--- src/rtl/monolith_pkg.sv ---
// Shared types and constants for the Monolith permutation sequencer and its helpers.
package monolith_pkg;

  localparam int MONOLITH_NUM_ROUNDS = 6;
  localparam logic [30:0] M31_PRIME = 31'h7FFF_FFFF;

  typedef enum logic [1:0] {
    LAYER_CONCRETE = 2'd0,
    LAYER_BARS     = 2'd1,
    LAYER_BRICKS   = 2'd2
  } layer_e;

  typedef enum logic [2:0] {
    S_IDLE,
    S_ISSUE,
    S_WAIT,
    S_DONE,
    S_ERR
  } fsm_e;

  // Layer for position (k-1)%3 inside a full round.
  function automatic layer_e phase_layer(input int phase);
    case (phase)
      0:       return LAYER_BARS;
      1:       return LAYER_BRICKS;
      default: return LAYER_CONCRETE;
    endcase
  endfunction

endpackage

--- src/rtl/monolith_layer_watchdog.sv ---
// Cycle watchdog for an outstanding layer request; expired is combinational and fires
// in the enabled cycle whose increment would reach TIMEOUT.
module monolith_layer_watchdog #(
  parameter int TIMEOUT = 255
) (
  input  logic clk,
  input  logic reset,
  input  logic clear,
  input  logic enable,
  output logic expired
);

  localparam int CW = $clog2(TIMEOUT + 1);

  logic [CW-1:0] cnt_q;

  always_ff @(posedge clk) begin
    if (reset || clear) begin
      cnt_q <= '0;
    end else if (enable) begin
      cnt_q <= cnt_q + 1'b1;
    end
  end

  assign expired = enable && (cnt_q == CW'(TIMEOUT - 1));

endmodule

--- src/rtl/monolith_round_sequencer.sv ---
// Issues the Monolith layer schedule (concrete, then rounds of bars/bricks/concrete) to external
// layer units; one layer per L+1 cycles, result held on out_valid until out_ready.
module monolith_round_sequencer
  import monolith_pkg::*;
#(
  parameter int WORD_WIDTH = 31,
  parameter int STATE_SIZE = 16,
  parameter int NUM_ROUNDS = MONOLITH_NUM_ROUNDS,
  parameter int TIMEOUT    = 255
) (
  input  logic                                         clk,
  input  logic                                         reset,
  input  logic                                         in_valid,
  output logic                                         in_ready,
  input  logic [0:STATE_SIZE-1][WORD_WIDTH-1:0]        state_in,
  output logic                                         out_valid,
  input  logic                                         out_ready,
  output logic [0:STATE_SIZE-1][WORD_WIDTH-1:0]        state_out,
  output logic [1:0]                                   layer_sel,
  output logic                                         layer_in_valid,
  output logic                                         layer_rc_en,
  output logic [$clog2(NUM_ROUNDS)-1:0]                layer_rc_idx,
  input  logic [0:STATE_SIZE-1][WORD_WIDTH-1:0]        layer_state_in,
  input  logic                                         layer_out_valid,
  output logic                                         err
);

  localparam int LAST_K = 3 * NUM_ROUNDS;
  localparam int K_W    = $clog2(LAST_K + 1);
  localparam int RC_W   = $clog2(NUM_ROUNDS);

  fsm_e state_q, state_nxt;
  logic [K_W-1:0] k_q;
  logic [0:STATE_SIZE-1][WORD_WIDTH-1:0] st_q;

  logic load, capture, last_k;
  logic wd_clear, wd_en, wd_expired;
  int   k_int, round_int, phase_int;

  monolith_layer_watchdog #(.TIMEOUT(TIMEOUT)) u_watchdog (
    .clk     (clk),
    .reset   (reset),
    .clear   (wd_clear),
    .enable  (wd_en),
    .expired (wd_expired)
  );

  assign last_k    = (k_q == K_W'(LAST_K));
  assign state_out = st_q;

  always_ff @(posedge clk) begin
    if (reset) begin
      state_q <= S_IDLE;
      k_q     <= '0;
      st_q    <= '0;
    end else begin
      state_q <= state_nxt;
      if (load) begin
        st_q <= state_in;
        k_q  <= '0;
      end
      if (capture) begin
        st_q <= layer_state_in;
        if (!last_k) k_q <= k_q + 1'b1;
      end
    end
  end

  // Schedule decode: k=0 is the lone initial concrete layer, then triples per round.
  always_comb begin
    k_int     = int'(k_q);
    round_int = 0;
    phase_int = 2;
    if (k_int != 0) begin
      round_int = (k_int - 1) / 3;
      phase_int = (k_int - 1) % 3;
    end
    layer_sel    = phase_layer(phase_int);
    layer_rc_en  = (k_int != 0) && (phase_int == 2) && (round_int < NUM_ROUNDS - 1);
    layer_rc_idx = RC_W'(round_int);
  end

  always_comb begin
    state_nxt      = state_q;
    in_ready       = 1'b0;
    out_valid      = 1'b0;
    layer_in_valid = 1'b0;
    err            = 1'b0;
    load           = 1'b0;
    capture        = 1'b0;
    wd_clear       = 1'b1;
    wd_en          = 1'b0;
    case (state_q)
      S_IDLE: begin
        in_ready = 1'b1;
        if (in_valid) begin
          load      = 1'b1;
          state_nxt = S_ISSUE;
        end
      end
      S_ISSUE: begin
        layer_in_valid = 1'b1;
        wd_clear       = 1'b0;
        wd_en          = 1'b1;
        state_nxt      = S_WAIT;
      end
      S_WAIT: begin
        wd_clear = 1'b0;
        wd_en    = 1'b1;
        // A result landing in the expiry cycle still counts.
        if (layer_out_valid) begin
          capture   = 1'b1;
          wd_clear  = 1'b1;
          state_nxt = last_k ? S_DONE : S_ISSUE;
        end else if (wd_expired) begin
          state_nxt = S_ERR;
        end
      end
      S_DONE: begin
        out_valid = 1'b1;
        if (out_ready) state_nxt = S_IDLE;
      end
      S_ERR: begin
        err = 1'b1;
      end
      default: state_nxt = S_IDLE;
    endcase
  end

endmodule

--- config.mk ---
export PLATFORM = sky130hd
export DESIGN_NAME = monolith_round_sequencer
export DESIGN_NICKNAME = d
export VERILOG_FILES = /design/src/rtl/monolith_pkg.sv /design/src/rtl/monolith_layer_watchdog.sv /design/src/rtl/monolith_round_sequencer.sv
export SDC_FILE = /design/constraint.sdc
export NUM_CORES = 1
export LEC_CHECK = 0
export ABC_CLOCK_PERIOD_IN_PS = 6200
export BUFFER_PORTS_ARGS = -buffer_cell sky130_fd_sc_hd__buf_2
export CAP_MARGIN = 20
export CORE_AREA = 10 10 581 583
export CTS_BUF_LIST = sky130_fd_sc_hd__clkbuf_2 sky130_fd_sc_hd__clkbuf_4 sky130_fd_sc_hd__clkbuf_8
export DETAILED_ROUTE_END_ITERATION = 7
export DIE_AREA = 0 0 591 593
export GPL_TIMING_DRIVEN = 0
export HOLD_SLACK_MARGIN = 0.15
export SYNTH_ARGS = -nofsm -noshare
export SYNTH_HDL_FRONTEND = slang
export SYNTH_SLANG_ARGS = --single-unit
--- constraint.sdc ---
create_clock -name clk -period 6.2 [get_ports clk]
set_clock_uncertainty 0.15 [all_clocks]
set_input_delay 1.24 -clock clk [delete_from_list [all_inputs] [get_ports clk]]
set_output_delay 1.24 -clock clk [all_outputs]
set_load 0.05 [all_outputs]
==> impl_results.md <==
* First-pass GRT wire length at 418 mm
* Port bufs at 1,501
* Clock Sink Count at 512
* Initial antenna violation count at 364
* Post-Syn Instances at 3,006
* Fin. max-slew vios at 0
* Filler cells at 38,199
* FF-to-FF setup slack at 1.74 ns
* Row cnt at 210
* Share of flip-flops with an asynchronous set or reset at 0
* Setup ws final at -0.356 ns
* Synthesized flop and latch total at 512
* Critical path class: register to output port
* RSZ-0062 raised after global routing: yes
* Dpl hpwl at 321 mm
* Relative slew slack at 0.176
* Top_reg_cell synth: dfxtp_1
* Congestion Overflow GR at 0
* PD cells at 313 nW/um^2
* Non-Filler Cell Area, Final at 39,600 um^2
* Area grow syn2layout at 74.0%
* Setup violations, final at 3
* Leakage power at 0.0169 uW
* CTS root buf: clkbuf_8
* IO Pins at 1,503
* DRT iter0 DRCs at 2,760
* GPL Wtd Cong at 0.972
* Failing checks: setup timing
* Min-delay src: state_out[276]
* Worst path depth at 22
* Unique masters post-synth at 63
* CTS H-Tree Depth at 3
* Layout net count at 5,678
* Die Span Y at 593 um
* Post-synth EDFFs at 0
* Required time of the critical path at 4.81 ns
* Placed instance area at 36,200 um^2
* Crit share post-route at 1.06
* Ys Warns at 0
* Peak supply drop at 155 uV
* Synth Net Count at 4,015
* Worst setup EP type: output port
* Die area at 350,000 um^2
* Core footprint at 326,000 um^2
* Post-layout min period at 6.56 ns
* Most frequent CP cell: buf_4
* Num CTS Buffers at 105
* GRT Overall Usage at 0.190
* Vias in the first global route at 31,017
* Die width at 591 um
* Max Cap Viol at 0
* HP Class: register to register
* Critical Path, Cell by Cell: buf_8, clkinvlp_4, ha_4, or3_4, a21boi_4, nor3_4, mux2i_4, ha_4, a211o_1, o221ai_2, buf_4, buf_4, buf_4, buf_4, buf_4, o2111ai_1, o31a_1, nor3b_4, o31ai_4, a21oi_2, and3_4, buf_8
* Antenna-violating nets left at 0
* Share of cells above drive strength 1 at 0.384
* Routed wire per std cell at 38.0 um
* Detailed-route DRC error count at 0
* Post-synthesis sequential area ratio at 0.450
* Status: complete, but fails checks
* Pin count of the biggest net entering global routing at 16
* CP bufs+invs at 8
* CP arrival at 5.17 ns
* Worst Path Max Fanout at 7
* Tightest Pin Transition at 1.24 ns
* Clk slew on worst S/H paths at 0.07 ns
* Starting Density at 0.0698
* Type of origin of the critical path: register
* CP peak stage delay at 0.41 ns
* WL final at 353 mm
* CTS tree: yes
* Mapped Area at 22,800 um^2
* Clock buffer depth at 4
* Slowest CP cell: or3_4
* Reg-to-reg endpoint: state_out[381]
* CP Launch Point: k_q[0]
* Final hold violation count at 0
* Vias/cell at 3.59
* Vias at 33,360
* Final TNS setup at -1.02 ns
* Worst-case reg-to-reg path depth at 9
* Worst r2r src: state_q[1]
* CTS Hold Bufs at 0
* Synth Area per Inst at 7.57 um^2
* Pre-antenna DRT Iters at 7
* Critical path's top delay family: compound AO/OA/AOI/OAI gates
* Worst skew pair latency at 0.86 ns
* Worst setup endpoint: layer_sel[1]
* Fmax at 0.153 GHz
## kinds of logic (layout without fill, tap and decap cells)
| family | count (synthesis) | in the layout | share of synthesized area |
|---|---|---|---|
| simple gates | 1594 | 1594 | 0.270 |
| compound gates | 563 | 563 | 0.212 |
| flops | 512 | 512 | 0.450 |
| buf+inv | 300 | 2043 | 0.0499 |
| mux | 13 | 13 | 0.00572 |
| fa+ha+maj | 12 | 12 | 0.00660 |
| xor+xnor | 12 | 12 | 0.00462 |
| other cells | 0 | 189 | 0 |
## state kept, by name, indices dropped and copies added, names as in the netlist
| name | count |
|---|---|
| u_watchdog.cnt_q | 8 |
| state_q | 3 |
| state_out | 496 |
| k_q | 5 |
## power by group
group          internal [uW]  total [uW]  switching, uW
clock                   2250        4110           1860
sequential              3660        3870            211
combinational            978        4420           3440
total                   6900       12400           5510
## per-stage QoR
| stage | worst slack (ns) | util | total power (uW) | hold slack, ns | instances |
|---|---|---|---|---|---|
| finish | -0.356 | 0.121 | 12400 | 0.343 | 9284 |
| global route | -0.621 | 0.121 | 12900 | 0.284 | 9209 |
| CTS | -0.558 | 0.119 | 12600 | 0.188 | 9086 |
| detailed placement | -0.757 | 0.111 | 8320 | 0.337 | 8875 |
| global placement | -3.92 | 0.110 | 8260 | 0.332 | 8853 |
| floorplan | -0.0113 | - | 6100 | 0.321 | 3006 |
## per-layer routing
| metal | track usage | routed length (um) | up-vias |
|---|---|---|---|
| met3 | 0.110 | 47600 | 919 |
| met1 | 0.204 | 128000 | 15652 |
| met2 | 0.306 | 156000 | 2495 |
| met5 | 0 | 1280 | - |
| li1 | - | - | 14104 |
| met4 | 0.0777 | 19100 | 190 |
## placed cells by master, fill, tap and decap left out, types with 4 or more instances in the layout
cell type | Yosys | layout
nor2_1 | 535 | 532
buf_2 | 2 | 1497
ha_4 | 0 | 5
buf_4 | 0 | 34
bufinv_16 | 0 | 4
and2_1 | 4 | 4
clkinv_2 | 0 | 14
clkbuf_4 | 0 | 33
buf_16 | 0 | 7
ha_1 | 12 | 5
diode_2 | 0 | 189
o21ai_0 | 8 | 7
a22oi_1 | 4 | 4
clkbuf_2 | 0 | 16
xor2_1 | 5 | 5
clkinvlp_4 | 0 | 5
clkbuf_1 | 271 | 249
a311oi_1 | 492 | 492
nand3_1 | 8 | 6
nor2b_1 | 5 | 4
a211oi_1 | 10 | 10
clkbuf_8 | 0 | 131
and3_1 | 7 | 5
buf_6 | 1 | 7
mux2i_1 | 13 | 10
inv_1 | 9 | 7
xnor2_1 | 7 | 4
a21oi_1 | 13 | 11
dfxtp_1 | 512 | 509
buf_8 | 0 | 15
nand2_1 | 1001 | 1001
nor3_1 | 12 | 9
buf_1 | 17 | 17
## worst min-delay path, cell delays in order, from the launching register on
cell and delay, ns:
dfxtp_1 0.31, nor2_1 0.09, a311oi_1 0.05
## layout make-up
type | count | area [um^2] | share of cell area
antenna | 189 | 473 | 0.0119
buffer | 286 | 1110 | 0.0281
clock buffer | 162 | 2040 | 0.0514
clock inverter | 25 | 264 | 0.00667
inverter | 9 | 37.5 | 0.000948
multi-input combinational | 2194 | 11700 | 0.295
sequential | 512 | 10300 | 0.259
tap | 4346 | 5440 | 0.137
timing repair buffer | 1561 | 8280 | 0.209
## cells in the mapped netlist (3+ instances only)
| library cell | count | share of area |
|---|---|---|
| o21ai_0 | 8 | 0.0018 |
| nor2_1 | 535 | 0.088 |
| ha_1 | 12 | 0.0066 |
| a22oi_1 | 4 | 0.0013 |
| xnor2_1 | 7 | 0.0027 |
| buf_1 | 17 | 0.0028 |
| and2_1 | 4 | 0.0011 |
| dfxtp_1 | 512 | 0.45 |
| a311oi_1 | 492 | 0.19 |
| and3_1 | 7 | 0.0019 |
| clkbuf_1 | 271 | 0.045 |
| nor2b_1 | 5 | 0.0014 |
| xor2_1 | 5 | 0.0019 |
| a21oi_1 | 13 | 0.0029 |
| nand2_1 | 1001 | 0.17 |
| o22ai_1 | 4 | 0.0011 |
| mux2i_1 | 13 | 0.0057 |
| nand3_1 | 8 | 0.0018 |
| o31a_1 | 3 | 0.0012 |
| nor3_1 | 12 | 0.0026 |
| inv_1 | 9 | 0.0015 |
| a211oi_1 | 10 | 0.0033 |
## worst min-delay path by stage
stage	end	slack, ns	cells past startpoint
floorplan	u_watchdog.cnt_q[2]	0.32	2
global placement	state_out[159]	0.33	2
detailed placement	state_out[15]	0.34	2
CTS	state_out[271]	0.19	3
global route	state_out[263]	0.28	3
finish	state_out[276]	0.34	2
## repair_timing
item	CTS	global route
setup endpoints to repair	6	5
pin swaps	14	15
gates cloned	0	0
gates resized for setup	65	27
setup buffers	26	12
(Power assumes the default switching activity.)
